===== config.mk =====
export PLATFORM = sky130hd
export DESIGN_NAME = ps2mouse_ctrl
export DESIGN_NICKNAME = d
export VERILOG_FILES = /design/src/rtl/ps2_pkg.sv /design/src/rtl/ps2_timeout.sv /design/src/rtl/ps2mouse_ctrl.sv
export SDC_FILE = /design/constraint.sdc
export NUM_CORES = 1
export LEC_CHECK = 0
export ABC_AREA = 1
export BUFFER_PORTS_ARGS = -buffer_cell sky130_fd_sc_hd__clkbuf_2
export CAP_MARGIN = 5
export CORE_MARGIN = 2
export CORE_UTILIZATION = 35
export CTS_CLUSTER_SIZE = 28
export DETAILED_ROUTE_END_ITERATION = 16
export PLACE_DENSITY = 0.53
export SLEW_MARGIN = 20
export SYNTH_ARGS = -nofsm -noshare
export SYNTH_HDL_FRONTEND = slang
export SYNTH_SLANG_ARGS = --single-unit

===== constraint.sdc =====
create_clock -name clk -period 7.6 [get_ports clk]
set_input_delay 0.76 -clock clk [delete_from_list [all_inputs] [get_ports clk]]
set_output_delay 0.76 -clock clk [all_outputs]
set_load 0.005 [all_outputs]

===== src/rtl/ps2_pkg.sv =====
// Shared constants and state encoding for the PS/2 mouse host controller.
package ps2_pkg;

    localparam logic [7:0] PS2_ACK        = 8'hFA;
    localparam logic [7:0] PS2_RESEND     = 8'hFE;
    localparam logic [7:0] PS2_ERR        = 8'hFC;
    localparam logic [7:0] PS2_BAT_OK     = 8'hAA;
    localparam logic [7:0] PS2_CMD_RESET  = 8'hFF;
    localparam logic [7:0] PS2_CMD_RATE   = 8'hF3;
    localparam logic [7:0] PS2_CMD_RES    = 8'hE8;
    localparam logic [7:0] PS2_CMD_ENABLE = 8'hF4;

    localparam int TMR_W = 25;

    typedef enum logic [2:0] {
        ST_RESET,
        ST_SEND,
        ST_WAIT_ACK,
        ST_WAIT_BAT,
        ST_WAIT_ID,
        ST_STREAM,
        ST_FAIL
    } state_e;

endpackage


===== src/rtl/ps2_timeout.sv =====
// Loadable down-counter; expired is high once the loaded count has drained.
module ps2_timeout
    import ps2_pkg::*;
#(
    parameter int W = TMR_W
) (
    input  logic         clk,
    input  logic         reset,
    input  logic         load,
    input  logic [W-1:0] limit,
    output logic         expired
);

    logic [W-1:0] cnt_q;

    always_ff @(posedge clk or posedge reset) begin
        if (reset) begin
            cnt_q <= '0;
        end else if (load) begin
            cnt_q <= limit;
        end else if (cnt_q != '0) begin
            cnt_q <= cnt_q - 1'b1;
        end
    end

    assign expired = (cnt_q == '0);

endmodule


===== src/rtl/ps2mouse_ctrl.sv =====
// PS/2 mouse host: power-up command sequence with ACK/resend/retry handling,
// then 3-byte movement packet framing while streaming.
module ps2mouse_ctrl
    import ps2_pkg::*;
#(
    parameter int         TIMEOUT_CYC     = 65536,
    parameter int         BAT_TIMEOUT_CYC = 1 << 24,
    parameter int         MAX_RETRY       = 3,
    parameter logic [7:0] SAMPLE_RATE     = 8'h64,
    parameter logic [7:0] RESOLUTION      = 8'h02
) (
    input  logic       clk,
    input  logic       reset,
    output logic       tx_req,
    output logic [7:0] tx_data,
    input  logic       tx_done,
    input  logic       rx_valid,
    input  logic [7:0] rx_data,
    output logic       ready,
    output logic       fail,
    output logic       pkt_valid,
    output logic [2:0] pkt_btn,
    output logic [8:0] pkt_dx,
    output logic [8:0] pkt_dy,
    output logic [1:0] pkt_ovf
);

    localparam logic [TMR_W-1:0] TO_LD  = TMR_W'(TIMEOUT_CYC - 1);
    localparam logic [TMR_W-1:0] BAT_LD = TMR_W'(BAT_TIMEOUT_CYC - 1);

    state_e      state_q, state_d;
    logic [2:0]  step_q, step_d;
    logic [2:0]  retry_q, retry_d;
    logic [1:0]  resend_q, resend_d;
    logic        sent_q, sent_d;
    logic [1:0]  cnt_q, cnt_d;
    logic [7:0]  b0_q, b0_d;
    logic [7:0]  b1_q, b1_d;
    logic        tx_req_q, tx_req_d;
    logic [7:0]  tx_data_q, tx_data_d;
    logic        pkt_valid_q, pkt_valid_d;
    logic [2:0]  pkt_btn_q, pkt_btn_d;
    logic [8:0]  pkt_dx_q, pkt_dx_d;
    logic [8:0]  pkt_dy_q, pkt_dy_d;
    logic [1:0]  pkt_ovf_q, pkt_ovf_d;
    logic        err, tmr_clr, tmr_load, expired;
    logic [7:0]  rom_byte;
    logic [TMR_W-1:0] tmr_limit;

    always_comb begin
        rom_byte = 8'h00;
        unique case (step_q)
            3'd0:    rom_byte = PS2_CMD_RESET;
            3'd1:    rom_byte = PS2_CMD_RATE;
            3'd2:    rom_byte = SAMPLE_RATE;
            3'd3:    rom_byte = PS2_CMD_RES;
            3'd4:    rom_byte = RESOLUTION;
            3'd5:    rom_byte = PS2_CMD_ENABLE;
            default: rom_byte = 8'h00;
        endcase
    end

    always_comb begin
        state_d     = state_q;
        step_d      = step_q;
        retry_d     = retry_q;
        resend_d    = resend_q;
        sent_d      = sent_q;
        cnt_d       = cnt_q;
        b0_d        = b0_q;
        b1_d        = b1_q;
        tx_req_d    = 1'b0;
        tx_data_d   = tx_data_q;
        pkt_valid_d = 1'b0;
        pkt_btn_d   = pkt_btn_q;
        pkt_dx_d    = pkt_dx_q;
        pkt_dy_d    = pkt_dy_q;
        pkt_ovf_d   = pkt_ovf_q;
        err         = 1'b0;
        tmr_clr     = 1'b0;

        unique case (state_q)
            ST_RESET: begin
                step_d   = 3'd0;
                retry_d  = 3'd0;
                resend_d = 2'd0;
                state_d  = ST_SEND;
            end
            ST_SEND: begin
                if (!sent_q) begin
                    tx_req_d  = 1'b1;
                    tx_data_d = rom_byte;
                    sent_d    = 1'b1;
                end else if (tx_done) begin
                    state_d = ST_WAIT_ACK;
                end
            end
            ST_WAIT_ACK: begin
                if (rx_valid) begin
                    if (rx_data == PS2_ACK) begin
                        resend_d = 2'd0;
                        if (step_q == 3'd0) begin
                            state_d = ST_WAIT_BAT;
                        end else if (step_q == 3'd5) begin
                            cnt_d   = 2'd0;
                            state_d = ST_STREAM;
                        end else begin
                            step_d  = step_q + 3'd1;
                            state_d = ST_SEND;
                        end
                    end else if (rx_data == PS2_RESEND) begin
                        if (resend_q == 2'd2) begin
                            err = 1'b1;
                        end else begin
                            resend_d = resend_q + 2'd1;
                            state_d  = ST_SEND;
                        end
                    end else begin
                        err = 1'b1;
                    end
                end else if (expired) begin
                    err = 1'b1;
                end
            end
            ST_WAIT_BAT: begin
                if (rx_valid) begin
                    if (rx_data == PS2_BAT_OK) begin
                        state_d = ST_WAIT_ID;
                    end else if (rx_data == PS2_ERR) begin
                        err = 1'b1;
                    end
                end else if (expired) begin
                    err = 1'b1;
                end
            end
            ST_WAIT_ID: begin
                if (rx_valid) begin
                    if (rx_data == 8'h00) begin
                        step_d   = 3'd1;
                        resend_d = 2'd0;
                        state_d  = ST_SEND;
                    end else begin
                        err = 1'b1;
                    end
                end else if (expired) begin
                    err = 1'b1;
                end
            end
            ST_STREAM: begin
                if (rx_valid) begin
                    unique case (cnt_q)
                        2'd0: begin
                            // Bit 3 is always set in a valid header byte.
                            if (rx_data[3]) begin
                                b0_d  = rx_data;
                                cnt_d = 2'd1;
                            end
                        end
                        2'd1: begin
                            if (b0_q == PS2_BAT_OK && rx_data == 8'h00) begin
                                cnt_d   = 2'd0;
                                state_d = ST_RESET;
                            end else begin
                                b1_d  = rx_data;
                                cnt_d = 2'd2;
                            end
                        end
                        2'd2: begin
                            pkt_valid_d = 1'b1;
                            pkt_btn_d   = b0_q[2:0];
                            pkt_ovf_d   = b0_q[7:6];
                            pkt_dx_d    = {b0_q[4], b1_q};
                            pkt_dy_d    = {b0_q[5], rx_data};
                            cnt_d       = 2'd0;
                        end
                        default: cnt_d = 2'd0;
                    endcase
                end else if (expired && cnt_q != 2'd0) begin
                    cnt_d   = 2'd0;
                    tmr_clr = 1'b1;
                end
            end
            ST_FAIL: ;
            default: state_d = ST_RESET;
        endcase

        if (err) begin
            step_d   = 3'd0;
            resend_d = 2'd0;
            if (int'(retry_q) >= MAX_RETRY) begin
                state_d = ST_FAIL;
            end else begin
                retry_d = retry_q + 3'd1;
                state_d = ST_SEND;
            end
        end

        if (state_d != ST_SEND) sent_d = 1'b0;
    end

    assign tmr_load  = (state_d != state_q) || rx_valid || tmr_clr;
    assign tmr_limit = (state_d == ST_WAIT_BAT) ? BAT_LD : TO_LD;

    ps2_timeout #(.W(TMR_W)) u_tmr (
        .clk     (clk),
        .reset   (reset),
        .load    (tmr_load),
        .limit   (tmr_limit),
        .expired (expired)
    );

    always_ff @(posedge clk or posedge reset) begin
        if (reset) begin
            state_q     <= ST_RESET;
            step_q      <= 3'd0;
            retry_q     <= 3'd0;
            resend_q    <= 2'd0;
            sent_q      <= 1'b0;
            cnt_q       <= 2'd0;
            b0_q        <= 8'h00;
            b1_q        <= 8'h00;
            tx_req_q    <= 1'b0;
            tx_data_q   <= 8'h00;
            pkt_valid_q <= 1'b0;
            pkt_btn_q   <= 3'd0;
            pkt_dx_q    <= 9'd0;
            pkt_dy_q    <= 9'd0;
            pkt_ovf_q   <= 2'd0;
        end else begin
            state_q     <= state_d;
            step_q      <= step_d;
            retry_q     <= retry_d;
            resend_q    <= resend_d;
            sent_q      <= sent_d;
            cnt_q       <= cnt_d;
            b0_q        <= b0_d;
            b1_q        <= b1_d;
            tx_req_q    <= tx_req_d;
            tx_data_q   <= tx_data_d;
            pkt_valid_q <= pkt_valid_d;
            pkt_btn_q   <= pkt_btn_d;
            pkt_dx_q    <= pkt_dx_d;
            pkt_dy_q    <= pkt_dy_d;
            pkt_ovf_q   <= pkt_ovf_d;
        end
    end

    assign tx_req    = tx_req_q;
    assign tx_data   = tx_data_q;
    assign ready     = (state_q == ST_STREAM);
    assign fail      = (state_q == ST_FAIL);
    assign pkt_valid = pkt_valid_q;
    assign pkt_btn   = pkt_btn_q;
    assign pkt_dx    = pkt_dx_q;
    assign pkt_dy    = pkt_dy_q;
    assign pkt_ovf   = pkt_ovf_q;

endmodule


==> summary.md <==
| Metric | Value |
|---|---|
| Vias in the first global route | `3468` |
| Multi-input logic area | `2030 sq um` |
| Worst hold-check path type | `input pin to asynchronous set/reset pin` |
| First-pass GRT wire length | `16600 um` |
| Syn-to-layout area delta | `15.9%` |
| FFs w/ async S/R, synth | `1.00` |
| Main synth FF type | `dfrtp_1` |
| Die height | `118 um` |
| Routed length per placed instance | `13.0 um` |
| Reg2Reg Setup Slack | `4.92 ns` |
| Largest net degree at the start of global routing | `79` |
| F_max | `373 MHz` |
| Die width | `118 um` |
| All-Layer GR Usage | `0.149` |
| IO Pins | `47` |
| CP max stage delay | `0.38 ns` |
| Mapped Nets | `545` |
| Sequential Area | `2180 sq um` |
| Initial antenna violation count | `0` |
| Mapped Cells | `524` |
| Clock latency on the worst-skew pair | `0.35 ns` |
| Clk pin slew, worst setup/hold paths | `0.06 ns` |
| Top delay family on crit path | `simple AND/OR/NAND/NOR gates` |
| Fillers | `1304` |
| Synthesized flop and latch total | `87` |
| Final Hold Violating Endpoints | `0` |
| Setup TNS | `0 ns` |
| Die area | `13900 sq um` |
| DR iter-0 viols | `222` |
| # rows | `41` |
| CTS max path bufs | `2` |
| YS warnings | `0` |
| RePlAce Congestion | `0.897` |
| Number of port buffers | `46` |
| Clock skew | `0.00815 ns` |
| WP buf/inv | `2` |
| Dpl ws | `4.68 ns` |
| Leakage power | `2.57 nW` |
| Routed wire length | `9720 um` |
| Num CTS Buffers | `9` |
| Post-cts resize count | `0` |
| Fin crit share | `0.352` |
| Drc violations | `0` |
| Post-synth EDFFs | `0` |
| Hold buffers post-CTS | `0` |
| Pwr per Cell Area | `342 nW/um^2` |
| Setup ws final | `4.92 ns` |
| Status | `finished clean` |
| Worst Path Arrival | `2.89 ns` |
| Routed via count | `3528` |
| Startpoint types | `register` |
| Max-cap violations | `0` |
| Slowest CP cell | `dfrtp_1` |
| Worst slew pin tran | `0.727 ns` |
| CTS H-tree lvls | `3` |
| Final setup vio count | `0` |
| Highest-count cells in the layout ignoring fill and taps | `dfrtp_1, nand2_1, nor2_1` |
| Fin nets | `595` |
| VDD IR max | `109 uV` |
| Final antenna-violating net count | `0` |
| Starting Density | `0.359` |
| CP Capture Type | `register` |
| Relative slew slack | `0.515` |
| Critical Path RT | `7.81 ns` |
| ANT cells | `0` |
| Final critical-path required period | `2.68 ns` |
| Sequential share of the synthesized area | `0.480` |
| Share of post-route cells with drive strength above 1 | `0.201` |
| Total grt overflow | `0` |
| CTS tree | `built` |
| Post-Synthesis Cell Area | `4530 sq um` |
| Pins Over Slew Limit | `0` |
| Core ar. | `12600 sq um` |
| Crit path cell chain | `inv_1 -> ha_1 -> nand2_1 -> nor3_1 -> nand3_1 -> nand2_2 -> nand2_4 -> nand2_2 -> nand2_2 -> nand2_1 -> nand2_1 -> nor2_4 -> nand2_4 -> inv_4 -> o21ai_0` |
| Post-CTS setup buffer count | `0` |
| Clock Sinks | `87` |
| Commonest non-fill, non-tap cell in the layout | `dfrtp_1` |
| Worst-path maximum fanout | `15` |
| Synth unique cells | `41` |
| Crit path kind | `register to register` |
| Drt pass-1 iters | `4` |
| Root Buffer | `clkbuf_16` |
| RSZ-0062 raised after global routing | `no` |
| DP HPWL | `7250 um` |
| Mapped Avg Cell Area | `8.65 sq um` |
| Final hold slack | `0.291 ns` |
| Routed vias/inst | `4.70` |
==> synthesized netlist by cell type (2+ instances only) <==
master    number  area share
dfrtp_1       87        0.48
nand2_1       84       0.070
nor2_1        66       0.055
inv_1         63       0.052
nand3_1       50       0.055
o21ai_0       33       0.036
a21oi_1       25       0.028
mux2_2        15       0.037
xor2_1        12       0.023
ha_1           9       0.025
nand2_2        9       0.012
nand4_1        8       0.011
nor3_1         8      0.0088
inv_2          7      0.0058
o211ai_1       5      0.0083
buf_2          4      0.0044
clkbuf_1       3      0.0025
nand3_2        3      0.0066
nor2_2         3      0.0041
nor2_4         3      0.0074
o211ai_4       3       0.014
a31oi_1        2      0.0028
nand2_4        2      0.0050
nand3_4        2      0.0077
o31ai_1        2      0.0033
==> cell type report <==
type | instances | share of cell area
clock buffers | 11 | 0.0481
clock inverters | 4 | 0.0102
inverters | 72 | 0.0521
multi-input cells | 356 | 0.387
flip-flops and latches | 87 | 0.414
well taps | 172 | 0.0409
repair buffers | 48 | 0.0474
==> per-layer routing <==
metal  routed length, um  vias to the layer above  share of wire  GRT usage
met1                4640                     1642           0.48      0.191
met3                 270                       14          0.028     0.0281
li1                    -                     1814              -          -
met4                 248                        0          0.026     0.0761
met5                   0                        -              0          0
met2                4560                       58           0.47      0.240
==> logic make-up (layout without fill, tap and decap cells) <==
kind of cell	Yosys count	after routing	share of synthesized area
flip-flops	87	87	0.480
buffers and inverters	81	135	0.0731
AO/OA/AOI/OAI	74	74	0.0999
adder cells (fa/ha/maj)	9	9	0.0248
AND/OR/NAND/NOR	245	245	0.260
XOR/XNOR	13	13	0.0251
multiplexers	15	15	0.0373
==> state kept, by name (all words and copies together), names as in the netlist <==
| signal | cells |
|---|---|
| b0_q | 8 |
| b1_q | 8 |
| cnt_q | 2 |
| pkt_btn | 3 |
| pkt_dx | 9 |
| pkt_dy | 9 |
| pkt_ovf | 2 |
| pkt_valid | 1 |
| resend_q | 2 |
| retry_q | 3 |
| sent_q | 1 |
| state_q | 3 |
| step_q | 3 |
| tx_data | 7 |
| tx_req | 1 |
| u_tmr.cnt_q | 25 |
==> where the power goes <==
group          total, mW  switching, mW  internal (mW)
clock network      0.452          0.181          0.272
registers          0.698         0.0926          0.606
logic              0.649          0.412          0.238
==> path summary, 6_finish.rpt <==
| path | end | start | cells after the start |
|---|---|---|---|
| max | u_tmr.cnt_q[13] | u_tmr.cnt_q[0] | 15 |
| min | u_tmr.cnt_q[12] | reset | 2 |
| max reg2reg | u_tmr.cnt_q[13] | u_tmr.cnt_q[0] | 15 |
| min reg2reg | tx_data[3] | tx_data[3] | 2 |
| max in group asynchronous | pkt_valid | reset | 3 |
| min in group clk | tx_data[3] | tx_data[3] | 2 |
==> metrics by stage <==
step	std cells	total power [mW]	area, sq um	util
CTS	750	1.83	5250	0.416
floorplan	524	1.18	4530	-
detailed placement	735	1.37	4950	0.392
global route	750	1.94	5260	0.417
global placement	735	1.36	4950	0.392
finish	750	1.80	5260	0.417
(Power assumes the default switching activity.)
